==> src/rtl/color_select_ctrl_if.sv <==
// Colour-request handshake between the selection initiator (master) and game logic (slave).
// The initiator holds COLOR_SELECTED stable while COLOR_SEL_SIG is high; the responder answers with CHANGING_COLOR.
interface color_select_ctrl_if;
    logic [2:0] COLOR_SELECTED;
    logic       COLOR_SEL_SIG;
    logic       CHANGING_COLOR;
    logic [2:0] CURRENT_COLOR;

    modport master (
        output COLOR_SELECTED,
        output COLOR_SEL_SIG,
        input  CHANGING_COLOR,
        input  CURRENT_COLOR
    );

    modport slave (
        input  COLOR_SELECTED,
        input  COLOR_SEL_SIG,
        output CHANGING_COLOR,
        output CURRENT_COLOR
    );
endinterface

==> src/rtl/color_select_ctrl.sv <==
// Debounced buttons drive a palette cursor; each accepted confirm issues one request, strobe one cycle after the press.
// One request outstanding at most: presses during REQ/BUSY are dropped, and the move counts one cycle after CHANGING_COLOR falls.
module color_select_ctrl #(
    parameter logic [15:0] DEBOUNCE_CYCLES = 16'd50000,
    parameter logic [15:0] ACK_TIMEOUT     = 16'd1000,
    parameter logic [7:0]  MOVE_LIMIT      = 8'd25
) (
    input  logic        CLOCK,
    input  logic        RESET_N,
    input  logic        BTN_LEFT,
    input  logic        BTN_RIGHT,
    input  logic        BTN_CONFIRM,
    input  logic [3:0]  COLOR_NUM,
    input  logic        START_NEW_GAME,
    output logic [2:0]  CURSOR,
    output logic [7:0]  MOVE_COUNT,
    output logic        OUT_OF_MOVES,
    output logic        REQ_ERROR,
    color_select_ctrl_if.master sel
);

    typedef enum logic [1:0] {IDLE, REQ, BUSY} state_t;

    // Button bit order everywhere: [0]=left, [1]=right, [2]=confirm.
    logic [2:0]       sync1_q, sync2_q, db_q, db_prev_q;
    logic [2:0][15:0] db_cnt_q;
    logic [2:0]       press;

    always_ff @(posedge CLOCK or negedge RESET_N) begin
        if (!RESET_N) begin
            sync1_q   <= '0;
            sync2_q   <= '0;
            db_q      <= '0;
            db_prev_q <= '0;
            db_cnt_q  <= '0;
        end else begin
            sync1_q   <= {BTN_CONFIRM, BTN_RIGHT, BTN_LEFT};
            sync2_q   <= sync1_q;
            db_prev_q <= db_q;
            for (int i = 0; i < 3; i++) begin
                // A bounce back to the accepted level restarts the stability count.
                if (sync2_q[i] == db_q[i]) begin
                    db_cnt_q[i] <= '0;
                end else if (db_cnt_q[i] == DEBOUNCE_CYCLES - 16'd1) begin
                    db_q[i]     <= sync2_q[i];
                    db_cnt_q[i] <= '0;
                end else begin
                    db_cnt_q[i] <= db_cnt_q[i] + 16'd1;
                end
            end
        end
    end

    assign press = db_q & ~db_prev_q;

    state_t      state_q, state_d;
    logic [2:0]  cursor_q, cursor_d, sel_q, sel_d;
    logic        sig_q, sig_d, err_q, err_d, oom_q, oom_d;
    logic [7:0]  moves_q, moves_d;
    logic [15:0] tmo_q, tmo_d;
    logic [3:0]  n_eff;
    logic [2:0]  n_max;

    always_comb begin
        n_eff = COLOR_NUM;
        if (COLOR_NUM < 4'd2) begin
            n_eff = 4'd2;
        end else if (COLOR_NUM > 4'd8) begin
            n_eff = 4'd8;
        end
        // N=8 wraps the low bits to 0, so 0-1 gives 7 as required.
        n_max = n_eff[2:0] - 3'd1;
    end

    always_comb begin
        state_d  = state_q;
        cursor_d = cursor_q;
        sel_d    = sel_q;
        sig_d    = sig_q;
        err_d    = 1'b0;
        oom_d    = oom_q;
        moves_d  = moves_q;
        tmo_d    = tmo_q;

        if (START_NEW_GAME) begin
            state_d  = IDLE;
            sig_d    = 1'b0;
            moves_d  = '0;
            oom_d    = 1'b0;
            cursor_d = '0;
            tmo_d    = '0;
        end else begin
            if ({1'b0, cursor_q} >= n_eff) begin
                cursor_d = '0;
            end else if (press[0] && !press[1]) begin
                cursor_d = (cursor_q == 3'd0) ? n_max : cursor_q - 3'd1;
            end else if (press[1] && !press[0]) begin
                cursor_d = (cursor_q == n_max) ? 3'd0 : cursor_q + 3'd1;
            end

            case (state_q)
                IDLE: begin
                    if (press[2] && (cursor_q != sel.CURRENT_COLOR) && !oom_q && !sel.CHANGING_COLOR) begin
                        sel_d   = cursor_q;
                        sig_d   = 1'b1;
                        tmo_d   = '0;
                        state_d = REQ;
                    end
                end
                REQ: begin
                    tmo_d = tmo_q + 16'd1;
                    if (sel.CHANGING_COLOR) begin
                        sig_d   = 1'b0;
                        state_d = BUSY;
                    end else if (tmo_q == ACK_TIMEOUT - 16'd1) begin
                        sig_d   = 1'b0;
                        err_d   = 1'b1;
                        state_d = IDLE;
                    end
                end
                BUSY: begin
                    if (!sel.CHANGING_COLOR) begin
                        moves_d = (moves_q == 8'hFF) ? moves_q : moves_q + 8'd1;
                        oom_d   = (moves_d >= MOVE_LIMIT);
                        state_d = IDLE;
                    end
                end
                default: state_d = IDLE;
            endcase
        end
    end

    always_ff @(posedge CLOCK or negedge RESET_N) begin
        if (!RESET_N) begin
            state_q  <= IDLE;
            cursor_q <= '0;
            sel_q    <= '0;
            sig_q    <= 1'b0;
            err_q    <= 1'b0;
            oom_q    <= 1'b0;
            moves_q  <= '0;
            tmo_q    <= '0;
        end else begin
            state_q  <= state_d;
            cursor_q <= cursor_d;
            sel_q    <= sel_d;
            sig_q    <= sig_d;
            err_q    <= err_d;
            oom_q    <= oom_d;
            moves_q  <= moves_d;
            tmo_q    <= tmo_d;
        end
    end

    assign CURSOR             = cursor_q;
    assign MOVE_COUNT         = moves_q;
    assign OUT_OF_MOVES       = oom_q;
    assign REQ_ERROR          = err_q;
    assign sel.COLOR_SELECTED = sel_q;
    assign sel.COLOR_SEL_SIG  = sig_q;

endmodule

==> src/flat_wrapper.sv <==
// flat-port wrapper written by rule: the top's interface ports become plain ports
module color_select_ctrl_flat 
#(
    parameter logic [15:0] DEBOUNCE_CYCLES = 16'd50000,
    parameter logic [15:0] ACK_TIMEOUT     = 16'd1000,
    parameter logic [7:0]  MOVE_LIMIT      = 8'd25
)
  (CLOCK, RESET_N, BTN_LEFT, BTN_RIGHT, BTN_CONFIRM, COLOR_NUM, START_NEW_GAME, CURSOR, MOVE_COUNT, OUT_OF_MOVES, REQ_ERROR, sel_COLOR_SELECTED, sel_COLOR_SEL_SIG, sel_CHANGING_COLOR, sel_CURRENT_COLOR);
  color_select_ctrl_if sel_i ();
  input  logic CLOCK;
  input  logic RESET_N;
  input  logic BTN_LEFT;
  input  logic BTN_RIGHT;
  input  logic BTN_CONFIRM;
  input  logic [3:0] COLOR_NUM;
  input  logic START_NEW_GAME;
  output logic [2:0] CURSOR;
  output logic [7:0] MOVE_COUNT;
  output logic OUT_OF_MOVES;
  output logic REQ_ERROR;
  output wire logic [$bits(sel_i.COLOR_SELECTED)-1:0] sel_COLOR_SELECTED;
  output wire logic [$bits(sel_i.COLOR_SEL_SIG)-1:0] sel_COLOR_SEL_SIG;
  input wire logic [$bits(sel_i.CHANGING_COLOR)-1:0] sel_CHANGING_COLOR;
  input wire logic [$bits(sel_i.CURRENT_COLOR)-1:0] sel_CURRENT_COLOR;
  assign sel_COLOR_SELECTED = sel_i.COLOR_SELECTED;
  assign sel_COLOR_SEL_SIG = sel_i.COLOR_SEL_SIG;
  assign sel_i.CHANGING_COLOR = sel_CHANGING_COLOR;
  assign sel_i.CURRENT_COLOR = sel_CURRENT_COLOR;
  color_select_ctrl #(.DEBOUNCE_CYCLES(DEBOUNCE_CYCLES), .ACK_TIMEOUT(ACK_TIMEOUT), .MOVE_LIMIT(MOVE_LIMIT)) u_core (.CLOCK(CLOCK), .RESET_N(RESET_N), .BTN_LEFT(BTN_LEFT), .BTN_RIGHT(BTN_RIGHT), .BTN_CONFIRM(BTN_CONFIRM), .COLOR_NUM(COLOR_NUM), .START_NEW_GAME(START_NEW_GAME), .CURSOR(CURSOR), .MOVE_COUNT(MOVE_COUNT), .OUT_OF_MOVES(OUT_OF_MOVES), .REQ_ERROR(REQ_ERROR), .sel(sel_i));
endmodule
==> config.mk <==
export PLATFORM = sky130hd
export DESIGN_NAME = color_select_ctrl_flat
export DESIGN_NICKNAME = d
export VERILOG_FILES = /design/src/rtl/color_select_ctrl_if.sv /design/src/rtl/color_select_ctrl.sv /design/src/flat_wrapper.sv
export SDC_FILE = /design/constraint.sdc
export NUM_CORES = 1
export LEC_CHECK = 0
export BUFFER_PORTS_ARGS = -buffer_cell sky130_fd_sc_hd__buf_2
export CAP_MARGIN = 5
export CORE_UTILIZATION = 40
export DETAILED_ROUTE_END_ITERATION = 7
export SKIP_CTS_REPAIR_TIMING = 1
export SYNTH_ARGS = -nofsm -noshare
export SYNTH_HDL_FRONTEND = slang
export SYNTH_SLANG_ARGS = --single-unit
==> constraint.sdc <==
create_clock -name CLOCK -period 4.8 [get_ports CLOCK]
set_clock_uncertainty 0.1 [all_clocks]
set_input_delay 0.48 -clock CLOCK [delete_from_list [all_inputs] [get_ports CLOCK]]
set_output_delay 0.48 -clock CLOCK [all_outputs]
set_load 0.02 [all_outputs]
### After elaboration in Yosys (flattened, before gate mapping)

Cells that the tools add are included.

* reduce and logical (&&, ||, !) cells: 22
* equal/unequal tests: 16
* bitwise gates (word level): 6
* add/subtract/negate cells: 8
* muxes and demuxes: 39
* magnitude comparators: 4

Operators with widths (count)
* 2-to-1 mux 16 bit: 8
* adder 16 x 1 -> 16 bit, second input constant: 4
* == test 16 bit, second input constant: 3
* 2-to-1 mux 8 bit: 4
* case mux 16 bit (2 select lines): 1
* 2-to-1 mux 3 bit: 6
* == test 16 x 10 -> 1 bit, second input constant: 1
* 2-to-1 mux 1 bit: 11
* 2-to-1 mux 2 bit: 5
* AND reduction 2 bit: 5
* AND reduction 3 bit: 3
* adder 8 x 1 -> 8 bit, second input constant: 1
* == test 8 bit, second input constant: 1
* greater-or-equal comparator 8 x 5 -> 1 bit, second input constant: 1
* 2-to-1 mux 4 bit: 2
* case mux 2 bit (3 select lines): 1
* subtractor 3 x 1 -> 3 bit, second input constant: 2
* logical AND 1 bit: 5
* greater-or-equal comparator 3 x 4 -> 1 bit: 1
* greater-than comparator 4 bit, second input constant: 1
* zero test 1 bit: 4
* < comparator 4 x 2 -> 1 bit, second input constant: 1
* inequality test 4 x 3 -> 1 bit, second input constant: 1
* inverter 1 bit: 4
* other kinds (17): 19

* flip-flop bits (word level): 95
* output and inout port bits: 17
* input bits: 14
* logic and storage cells: 112

### Depth between registers and ports, before layout

Gate-level depths: netlist of run 1.

* depth in word-level cells: 10
* depth in mapped cells: 9
* mapped depth without buffers: 9

### Worst setup path before layout of run 1

OpenSTA, ideal clock, no wires.

* path type: input -> register
* start point: input COLOR_NUM[2]
* end point: register u_core.cursor_q[0] (netlist: u_core.CURSOR[0])
* library setup time: 94 ps
* required time: 4606 ps
* path slack: 2824 ps
* data arrival time: 1782 ps
* cell stages on the path: 7
* buffers on the path: 0
* cells stage by stage: o211ai_1 -> ha_1 -> xnor2_1 -> nor2_1 -> a311oi_1 -> a211oi_1 -> a211oi_1

* longest elaborated chain between the ends: 10
* elaborated cells between the ends (all ways): 14
* those cells by class: add/sub: 1; order compare: 3; eq/ne: 1; mux: 8; reduce/logical: 1

Ends and longest elaborated chain
* start, declared: RTL line flat_wrapper.sv:15 `input logic [3:0] COLOR_NUM;`
* greater-than comparator 4 bit: RTL line color_select_ctrl.sv:68 `end else if (COLOR_NUM > 4'd8) begin`
* 2-to-1 mux 4 bit: RTL line color_select_ctrl.sv:68
* 2-to-1 mux 4 bit *: RTL line color_select_ctrl.sv:66 `if (COLOR_NUM < 4'd2) begin`
* subtractor 3 x 1 -> 3 bit: RTL line color_select_ctrl.sv:72 `n_max = n_eff[2:0] - 3'd1;`
* == test 3 bit: RTL line color_select_ctrl.sv:98 `cursor_d = (cursor_q == n_max) ? 3'd0 : cursor_q + 3'd1;`
* 2-to-1 mux 3 bit: RTL line color_select_ctrl.sv:98
* 2-to-1 mux 3 bit: RTL line color_select_ctrl.sv:97 `end else if (press[1] && !press[0]) begin`
* 2-to-1 mux 3 bit: RTL line color_select_ctrl.sv:95 `end else if (press[0] && !press[1]) begin`
* 2-to-1 mux 3 bit: RTL line color_select_ctrl.sv:93 `if ({1'b0, cursor_q} >= n_eff) begin`
* 2-to-1 mux 3 bit: RTL line color_select_ctrl.sv:85 `if (START_NEW_GAME) begin`
* end signal, assigned: RTL line color_select_ctrl.sv:145 `cursor_q <= cursor_d;`
* end, declared: RTL line color_select_ctrl.sv:57 `logic [2:0] cursor_q, cursor_d, sel_q, sel_d;`

Every way passes the cells marked *; elsewhere a longest branch is shown, timed or not. The select of a mux whose other input is x is not followed.
A chain may end at the register's enable or synchronous reset.

### Worst setup path after layout of run 1

* start point: register u_core.state_q[0]
* end point: register u_core.tmo_q[14]

* longest elaborated chain between the ends: 3
* elaborated cells between the ends (all ways): 7
* those cells by class: eq/ne: 2; mux: 2; reduce/logical: 3

Ends and longest elaborated chain
* start, declared: RTL line color_select_ctrl.sv:56 `state_t state_q, state_d;`
* start signal, assigned: RTL line color_select_ctrl.sv:144 `state_q <= state_d;`
* == test 2 x 1 -> 1 bit or zero test 2 bit (tied branches): RTL line color_select_ctrl.sv:101 `case (state_q)`
* case mux 16 bit (2 select lines) (tied with other cells): RTL line color_select_ctrl.sv:101
* 2-to-1 mux 16 bit or AND reduction 2 bit (tied branches)
* end signal, assigned: RTL line color_select_ctrl.sv:151 `tmo_q <= tmo_d;`
* end, declared: RTL line color_select_ctrl.sv:60 `logic [15:0] tmo_q, tmo_d;`

Several ways; a longest one is shown, not always the timed one.

==> results.json, run 1 <==
{
  "yosys.area_share.simple_pct": 25.3,
  "power.density_nw_per_um2": 289,
  "crit_required_ns": 4.97,
  "critical-path-top-delay-family": "simple AND/OR/NAND/NOR gates",
  "syn-instance-count": 511,
  "critPathMaxFanout": 13,
  "power_w": 0.00160,
  "drive_gt1_share_pct": 12.0,
  "path_cells": "nand2b_1, or2_1, nor4_4, a31oi_1, a31oi_1",
  "area_growth_pct": 11.7,
  "fillCellCount": 1150,
  "ant_nets": 0,
  "rsz0062_at_grt": "false",
  "synth_fp_nets": 537,
  "end_kind": "flip-flop",
  "dpl.hpwl_mm": 6.79,
  "dp.cells": 694,
  "numCtsBuffers": 9,
  "worst_slew_pin_slew_ns": 0.810,
  "diodes": 0,
  "synth_flop_cell": "dfrtp_1",
  "dieArea_um2": 12900,
  "max_slew_margin_pct": 46.0,
  "grt_pass1_vias": 3511,
  "synth_edf_count": 0,
  "drv_slew": 0,
  "fin_cells": 710,
  "worstSkewPairLatency_ns": 0.35,
  "portBuffers": 30,
  "grt_max_degree": 63,
  "synth_top_family_by_area": "simple AND/OR/NAND/NOR gates",
  "cts-htree-levels": 3,
  "ys_ff_latch": 95,
  "clkSinkCount": 95,
  "initial_core_util_pct": 41.1,
  "hold_viol_final": 0,
  "tns_ns": 0,
  "root_buffer": "clkbuf_16",
  "grt_pass1_wl_mm": 16.8,
  "slowest_stage": "dfrtp_1",
  "core_um2": 12100,
  "cts_tree": "built",
  "via_per_inst": 5.17,
  "via_count": 3674,
  "synth.area.mux_share_pct": 2.19,
  "cts_buffer_depth": 2,
  "path_common_cell": "a31oi_1",
  "status": "complete, no violations",
  "clk_pin_slew_ns": 0.06,
  "startpoint_type": "flip-flop",
  "setup_violations": 0,
  "hold_path_class": "input port to asynchronous set/reset pin",
  "antenna_found_initial": 0,
  "async_flop_share_pct": 100,
  "finalCritPeriodShare_pct": 42.3,
  "fmax_mhz": 492,
  "drt-total-wl_mm": 9.76,
  "synth_fa_ha_area_share_pct": 3.03,
  "gp_congestion": 0.880,
  "syn_avg_cell_area_um2": 9.71,
  "dr.pass1.iters": 5,
  "p_leak_nw": 2.40,
  "wl_per_cell_um": 13.7,
  "route.detailed.drc": 0,
  "maxCapViolCount": 0,
  "critPathArrivalTime_ns": 2.20,
  "grt.total_usage_pct": 16.7,
  "peakVddDrop_mv": 0.228,
  "fin_crit_ns": 2.03,
  "yosys_warnings": 0,
  "drt_iter0_markers": 207,
  "crit_buf_inv": 0,
  "nets": 563,
  "synthXorXnorAreaFrac_pct": 9.99,
  "overflow": 0,
  "synth-compound-area-share_pct": 8.70,
  "ys_types": 55,
  "die_x_um": 113,
  "syn_area_um2": 4960,
  "critPathKind": "flip-flop to flip-flop",
  "ioPinCount": 31,
  "cpPeakStageDelay_ns": 0.52,
  "row_count": 40,
  "seq_area_frac_synth_pct": 47.9,
  "die_h_um": 113
}
-- routing by layer --
metal	wire, µm	track usage, %	vias up
li1	-	-	1851
met1	4920	22.4	1772
met2	4440	26.0	45
met3	312	4.66	6
met4	91	5.44	0
met5	0	0	-
-- registers in the layout, summed over array words and instances, names as in the netlist --
name	count
u_core.OUT_OF_MOVES	1
u_core.db_cnt_q	48
u_core.sync2_q	3
u_core.db_prev_q	3
u_core.sel.COLOR_SELECTED	3
u_core.CURSOR	3
u_core.db_q	3
u_core.REQ_ERROR	1
u_core.state_q	2
u_core.MOVE_COUNT	8
u_core.tmo_q	16
u_core.sync1_q	3
u_core.sel.COLOR_SEL_SIG	1
-- placed cells by master, fill, tap and decap left out, types with 4 or more instances in the layout --
| cell | count |
|---|---|
| a21oi_1 | 12 |
| a31oi_1 | 12 |
| and3_1 | 12 |
| and4_1 | 5 |
| buf_2 | 29 |
| clkbuf_16 | 9 |
| dfrtp_1 | 95 |
| ha_1 | 12 |
| inv_1 | 13 |
| mux2i_1 | 6 |
| nand2_1 | 37 |
| nand2b_1 | 11 |
| nand3_1 | 25 |
| nand4_1 | 17 |
| nor2_1 | 82 |
| nor2b_1 | 4 |
| nor3_1 | 20 |
| nor3b_1 | 5 |
| nor4_1 | 4 |
| o21ai_0 | 15 |
| o31ai_1 | 4 |
| xnor2_1 | 33 |
| xor2_1 | 21 |
-- worst reg2reg max path, stage by stage (launching register included) --
cell and delay, ns:
dfrtp_1 0.52, nand2b_1 0.27, or2_1 0.48, nor4_4 0.34, a31oi_1 0.11, a31oi_1 0.14
-- synthesized netlist by cell type (all sizes together), types with 13 or more instances --
master  count  share of area [%]
nand3      25                2.5
nor2       82                6.2
nand4      18                2.6
dfrtp      95                 48
nand2      38                2.9
inv        13               0.98
nor3       20                2.0
xor2       21                3.7
o21ai      15                1.5
a21oi      14                1.6
xnor2      33                5.8
-- cells by family (layout without fill, tap and decap cells) --
family,Yosys count,count (layout)
DFF,95,95
buffers and inverters,29,60
muxes,10,10
adders and majority gates,12,12
and+or+nand+nor,243,243
xor gates and xnor gates,55,55
AOI/OAI and AO/OA,67,67
-- report_power, final --
group	total [W]	switching, W	internal (W)
clock network	0.000711	0.000306	0.000404
registers	0.000822	0.0000105	0.000812
logic	0.0000706	0.0000460	0.0000246
-- stage by stage --
| step | utilization [%] | hold WS [ns] | worst slack (ns) | area [µm²] |
|---|---|---|---|---|
| after detailed placement | 43.4 | 0.237 | 2.47 | 5240 |
| after CTS | 45.9 | 0.124 | 2.77 | 5540 |
| after global placement | 43.4 | 0.235 | 2.61 | 5240 |
| after global routing | 45.9 | 0.118 | 2.57 | 5540 |
| after floorplan | - | 0.0844 | 2.82 | 4960 |
| final | 45.9 | 0.113 | 2.77 | 5540 |
-- final cells by class --
class | instances | area, µm² | area share, %
Multi-Input combinational cell | 387 | 2440 | 44.1
Clock inverter | 7 | 73.8 | 1.33
Timing Repair Buffer | 31 | 160 | 2.89
Tap cell | 168 | 210 | 3.79
Clock buffer | 9 | 225 | 4.07
Inverter | 13 | 48.8 | 0.881
Sequential cell | 95 | 2380 | 42.9
-- path summary, 6_finish.rpt --
kind,from,end,slack [ns],depth (start not counted)
worst max-delay path,u_core.state_q[0],u_core.tmo_q[14],2.77,5
worst min-delay path,RESET_N,u_core.db_cnt_q[24],0.11,1
worst max register to register,u_core.state_q[0],u_core.tmo_q[14],2.77,5
worst min register to register,u_core.sync1_q[0],u_core.sync2_q[0],0.24,0
max in group asynchronous,RESET_N,u_core.db_cnt_q[38],3.54,2
min in group CLOCK,BTN_RIGHT,u_core.sync1_q[1],0.13,1
Note: power is estimated with default switching activity, not from simulation.
==> run 2, diff against run 1 <==
Clock period 4.8 ns to 1.66 ns, I/O delays scaled along.
==> results.json, run 2 (synthesis results as in run 1) <==
{
  "nets": 655,
  "p_leak_nw": 2.92,
  "crit_required_ns": 1.80,
  "worstSkewPairLatency_ns": 0.35,
  "cts_tree": "built",
  "crit_cells": 5,
  "antenna_found_initial": 0,
  "end_kind": "flip-flop",
  "core_um2": 12100,
  "clkSinkCount": 95,
  "power_w": 0.00471,
  "die_x_um": 113,
  "p_int_w": 0.00361,
  "combinationalPowerShare_pct": 7.3,
  "reg2reg_slack_ns": -0.07,
  "startpoint": "u_core.OUT_OF_MOVES",
  "dp.cells": 773,
  "hold_path_class": "input port to flip-flop",
  "final_cell_mix": "dfrtp_1, buf_4, nor2_1",
  "drt-total-wl_mm": 11.0,
  "peakVddDrop_mv": 0.360,
  "setup_violations": 29,
  "wl_per_cell_um": 13.7,
  "final_common_cell": "dfrtp_1",
  "drive_gt1_share_pct": 36.4,
  "finalCritPeriodShare_pct": 104,
  "regMostFlops": "u_core.db_cnt_q",
  "fin_cells": 802,
  "drt_iter0_markers": 222,
  "die_h_um": 113,
  "cts-htree-levels": 3,
  "ant_nets": 0,
  "drv_slew": 0,
  "crit_buf_inv": 0,
  "clockPowerShare_pct": 42.4,
  "max_slew_margin_pct": 71.4,
  "crit_end": "u_core.tmo_q[9]",
  "dpl.hpwl_mm": 7.71,
  "setup_slack_ns": -0.0682,
  "worst_slew_pin_slew_ns": 0.430,
  "startpoint_type": "flip-flop",
  "diodes": 0,
  "overflow": 0,
  "critical-path-top-delay-family": "compound AO/OA/AOI/OAI gates",
  "dieArea_um2": 12900,
  "root_buffer": "clkbuf_16",
  "clk_pin_slew_ns": 0.07,
  "grt_max_degree": 36,
  "largest_reg_flops": 48,
  "grt.total_usage_pct": 18.3,
  "place_area_um2": 5960,
  "fin_crit_ns": 1.73,
  "power.density_nw_per_um2": 694,
  "gp_congestion": 0.876,
  "power.switching_w": 0.00110,
  "path_cells": "or4b_4, a21oi_4, a21oi_4, a21o_1, a21o_1",
  "reg2reg_from": "u_core.OUT_OF_MOVES",
  "critPathArrivalTime_ns": 1.87,
  "design_area_um2": 6780,
  "route.detailed.drc": 0,
  "dr.pass1.iters": 4,
  "final_core_util_pct": 56.2,
  "row_count": 40,
  "grt_pass1_wl_mm": 18.6,
  "swShare_pct": 23.4,
  "pwr-share-seq_pct": 50.3,
  "maxCapViolCount": 0,
  "violations": "setup timing",
  "fmax_mhz": 579,
  "via_count": 4029,
  "area_growth_pct": 36.7,
  "grt_pass1_vias": 4033,
  "rsz0062_at_grt": "true",
  "cts_buffer_depth": 2,
  "via_per_inst": 5.02,
  "portBuffers": 30,
  "worstReg2RegEnd": "u_core.tmo_q[9]",
  "numCtsBuffers": 9,
  "cpPeakStageDelay_ns": 0.51,
  "status": "finished, violations left",
  "critPathMaxFanout": 7,
  "slowest_stage": "or4b_4",
  "critPathKind": "flip-flop to flip-flop",
  "r2r_cells": 5,
  "hold_viol_final": 0,
  "initial_core_util_pct": 41.1,
  "ioPinCount": 31
}
-- run 2: cell types whose count changed in the layout (fill, tap and decap cells not counted), moves of 8 or more --
cell | before | now
buf_4 | 2 | 84
dfrtp_1 | 95 | 87
dfrtp_2 | 0 | 8
nor2_1 | 82 | 65
nor2_4 | 0 | 14
o21ai_0 | 15 | 6
o21ai_1 | 0 | 9
-- run 2: power by group through the flow --
stage                     clock network, W  logic, W  registers (W)
after floorplan                          0  0.000135        0.00241
after global placement                   0  0.000284        0.00241
after detailed placement                 0  0.000289        0.00241
after CTS                          0.00205  0.000290        0.00237
after global routing               0.00214  0.000381        0.00237
final                              0.00200  0.000342        0.00237
-- run 2: metal layers --
metal	vias to the layer above	global-route usage [%]	part of all wire [%]
li1	2029	-	-
met1	1925	23.8	47
met2	55	29.3	48
met3	20	3.43	2.7
met4	0	8.95	2.3
met5	-	0	0
-- run 2: layout make-up --
type	count	area, µm²
Multi-Input combinational cell	387	2910
Tap cell	168	210
Fill cell	1033	5280
Timing Repair Buffer	123	941
Clock buffer	12	256
Inverter	13	51.3
Sequential cell	95	2390
Clock inverter	4	30.0
-- run 2: stage by stage --
step | setup slack, ns | hold slack, ns | TNS, ns
2_1_floorplan | -0.0803 | -0.230 | -0.240
3_3_place_gp | -0.209 | 0.0312 | -0.983
3_5_place_dp | -0.255 | 0.0376 | -1.51
4_1_cts | -0.100 | -0.336 | -1.35
5_1_grt | -0.150 | 0.0383 | -3.74
6_report | -0.0682 | 0.0341 | -0.716
-- run 2: worst register-to-register path, delay by kind of cell (launching register included) --
family | cells | cell delay (ns)
AOI/OAI and AO/OA | 4 | 0.61
and+or+nand+nor | 1 | 0.51
DFF | 1 | 0.40
-- run 2: worst min-delay path by stage --
stage / depth (start not counted) / startpoint / to / slack [ns]
6_report: 3 / sel_CHANGING_COLOR / u_core.REQ_ERROR / 0.03
5_1_grt: 3 / sel_CHANGING_COLOR / u_core.REQ_ERROR / 0.04
4_1_cts: 1 / RESET_N / u_core.db_cnt_q[25] / -0.34
3_5_place_dp: 1 / RESET_N / u_core.db_cnt_q[23] / 0.04
3_3_place_gp: 1 / RESET_N / u_core.db_cnt_q[23] / 0.03
2_1_floorplan: 0 / RESET_N / u_core.CURSOR[0] / -0.23
==> run 3, diff against run 2 <==
Settings changed: CORE_UTILIZATION 40 to 55, PLACE_DENSITY from default to 0.76.
==> results.json, run 3 (synthesis results as in run 1) <==
{
  "numCtsBuffers": 9,
  "root_buffer": "clkbuf_8",
  "rsz0062_at_grt": "true",
  "dpl.hpwl_mm": 7.54,
  "clockPowerShare_pct": 38.2,
  "worstSkewPairLatency_ns": 0.37,
  "cts_buffer_depth": 2,
  "p_leak_nw": 2.82,
  "setup_violations": 32,
  "diodes": 0,
  "p_int_w": 0.00337,
  "nets": 642,
  "dieArea_um2": 9400,
  "combinationalPowerShare_pct": 7.4,
  "power.switching_w": 0.000979,
  "hold_path_class": "input port to flip-flop",
  "status": "finished, violations left",
  "drive_gt1_share_pct": 34.2,
  "fillCellCount": 565,
  "critPathMaxFanout": 7,
  "ff_latch_area_um2": 2390,
  "drt_iter0_markers": 224,
  "die_h_um": 97.0,
  "slowest_stage": "or4b_4",
  "portBuffers": 30,
  "path_cells": "or4b_4, a21oi_4, a21oi_4, a21o_1, a21o_1",
  "cts_tree": "built",
  "grt.total_usage_pct": 23.6,
  "startpoint_type": "flip-flop",
  "fin_crit_ns": 1.75,
  "ant_nets": 0,
  "hold_viol_final": 0,
  "wl_per_cell_um": 15.9,
  "peakVddDrop_mv": 0.499,
  "via_per_inst": 5.72,
  "end_kind": "flip-flop",
  "grt_max_degree": 61,
  "cts-htree-levels": 3,
  "maxCapViolCount": 0,
  "setup_slack_ns": -0.0934,
  "critPathKind": "flip-flop to flip-flop",
  "regMostFlops": "u_core.db_cnt_q",
  "worst_slew_pin_slew_ns": 0.377,
  "finalCritPeriodShare_pct": 106,
  "area_growth_pct": 30.8,
  "overflow": 0,
  "clkSinkCount": 95,
  "grt_pass1_wl_mm": 18.1,
  "crit_required_ns": 1.83,
  "drv_slew": 0,
  "cpPeakStageDelay_ns": 0.50,
  "die_x_um": 97.0,
  "drt-total-wl_mm": 11.6,
  "antenna_found_initial": 0,
  "final_core_util_pct": 74.4,
  "final_common_cell": "dfrtp_1",
  "ioPinCount": 31,
  "dp_slack_ns": -0.283,
  "clk_pin_slew_ns": 0.09,
  "largest_reg_flops": 48,
  "core_um2": 8720,
  "final_cell_mix": "dfrtp_1, buf_4, nor2_1",
  "initial_core_util_pct": 56.9,
  "via_count": 4164,
  "grt_pass1_vias": 4018,
  "max_slew_margin_pct": 74.9,
  "dr.pass1.iters": 4,
  "swShare_pct": 22.5,
  "multi_input_area_um2": 2900,
  "row_count": 34,
  "violations": "setup timing",
  "route.detailed.drc": 0,
  "fmax_mhz": 570,
  "power.density_nw_per_um2": 670,
  "pwr-share-seq_pct": 54.4,
  "critPathArrivalTime_ns": 1.92,
  "gp_congestion": 0.948
}
-- run 3: power by group through the flow --
| stage | combinational [W] | clock [W] | sequential, W |
|---|---|---|---|
| 2_1_floorplan | 0.000135 | 0 | 0.00241 |
| 3_3_place_gp | 0.000257 | 0 | 0.00241 |
| 3_5_place_dp | 0.000266 | 0 | 0.00241 |
| 4_1_cts | 0.000268 | 0.00170 | 0.00237 |
| 5_1_grt | 0.000352 | 0.00180 | 0.00237 |
| 6_report | 0.000320 | 0.00166 | 0.00237 |
-- run 3: worst max-delay path, delay by kind of cell, from the launching register on --
kind	cells	cell delay (ns)
DFF	1	0.41
AOI/OAI and AO/OA	4	0.64
and+or+nand+nor	1	0.50
-- run 3: final timing paths --
check,startpoint,end,slack [ns],cells past startpoint
max reg2reg,u_core.OUT_OF_MOVES,u_core.tmo_q[9],-0.09,5
max,u_core.OUT_OF_MOVES,u_core.tmo_q[9],-0.09,5
min,sel_CHANGING_COLOR,u_core.REQ_ERROR,0.01,3
min reg2reg,u_core.sync1_q[1],u_core.sync2_q[1],0.26,0
max in group asynchronous,RESET_N,u_core.MOVE_COUNT[0],0.63,3
min in group asynchronous,RESET_N,u_core.db_cnt_q[22],0.16,2
-- run 3: metrics by stage --
stage	TNS, ns	cells	hold WS (ns)	cell area (µm²)	total power (W)
2_1_floorplan	-0.240	511	-0.230	5060	0.00254
3_3_place_gp	-0.579	694	0.00762	5720	0.00267
6_report	-1.12	728	0.0140	6490	0.00435
4_1_cts	-1.96	709	-0.387	5930	0.00433
3_5_place_dp	-1.64	694	0.0132	5720	0.00268
5_1_grt	-3.71	728	0.0131	6490	0.00452
-- run 3: layer usage --
layer	vias to the layer above	part of all wire [%]	global-route usage, %
met5	-	0	0
met4	0	2.7	9.53
met3	32	3.9	3.97
met2	112	50	39.4
met1	2024	44	30.6
li1	1996	-	-
-- run 3: area by class of cell --
type                            count  share of cell area (%)
Tap cell                          108                    2.08
Clock buffer                       12                    2.24
Multi-Input combinational cell    388                    44.6
Timing Repair Buffer              109                    12.5
Sequential cell                    95                    36.8
Clock inverter                      3                    1.04
Inverter                           13                   0.790
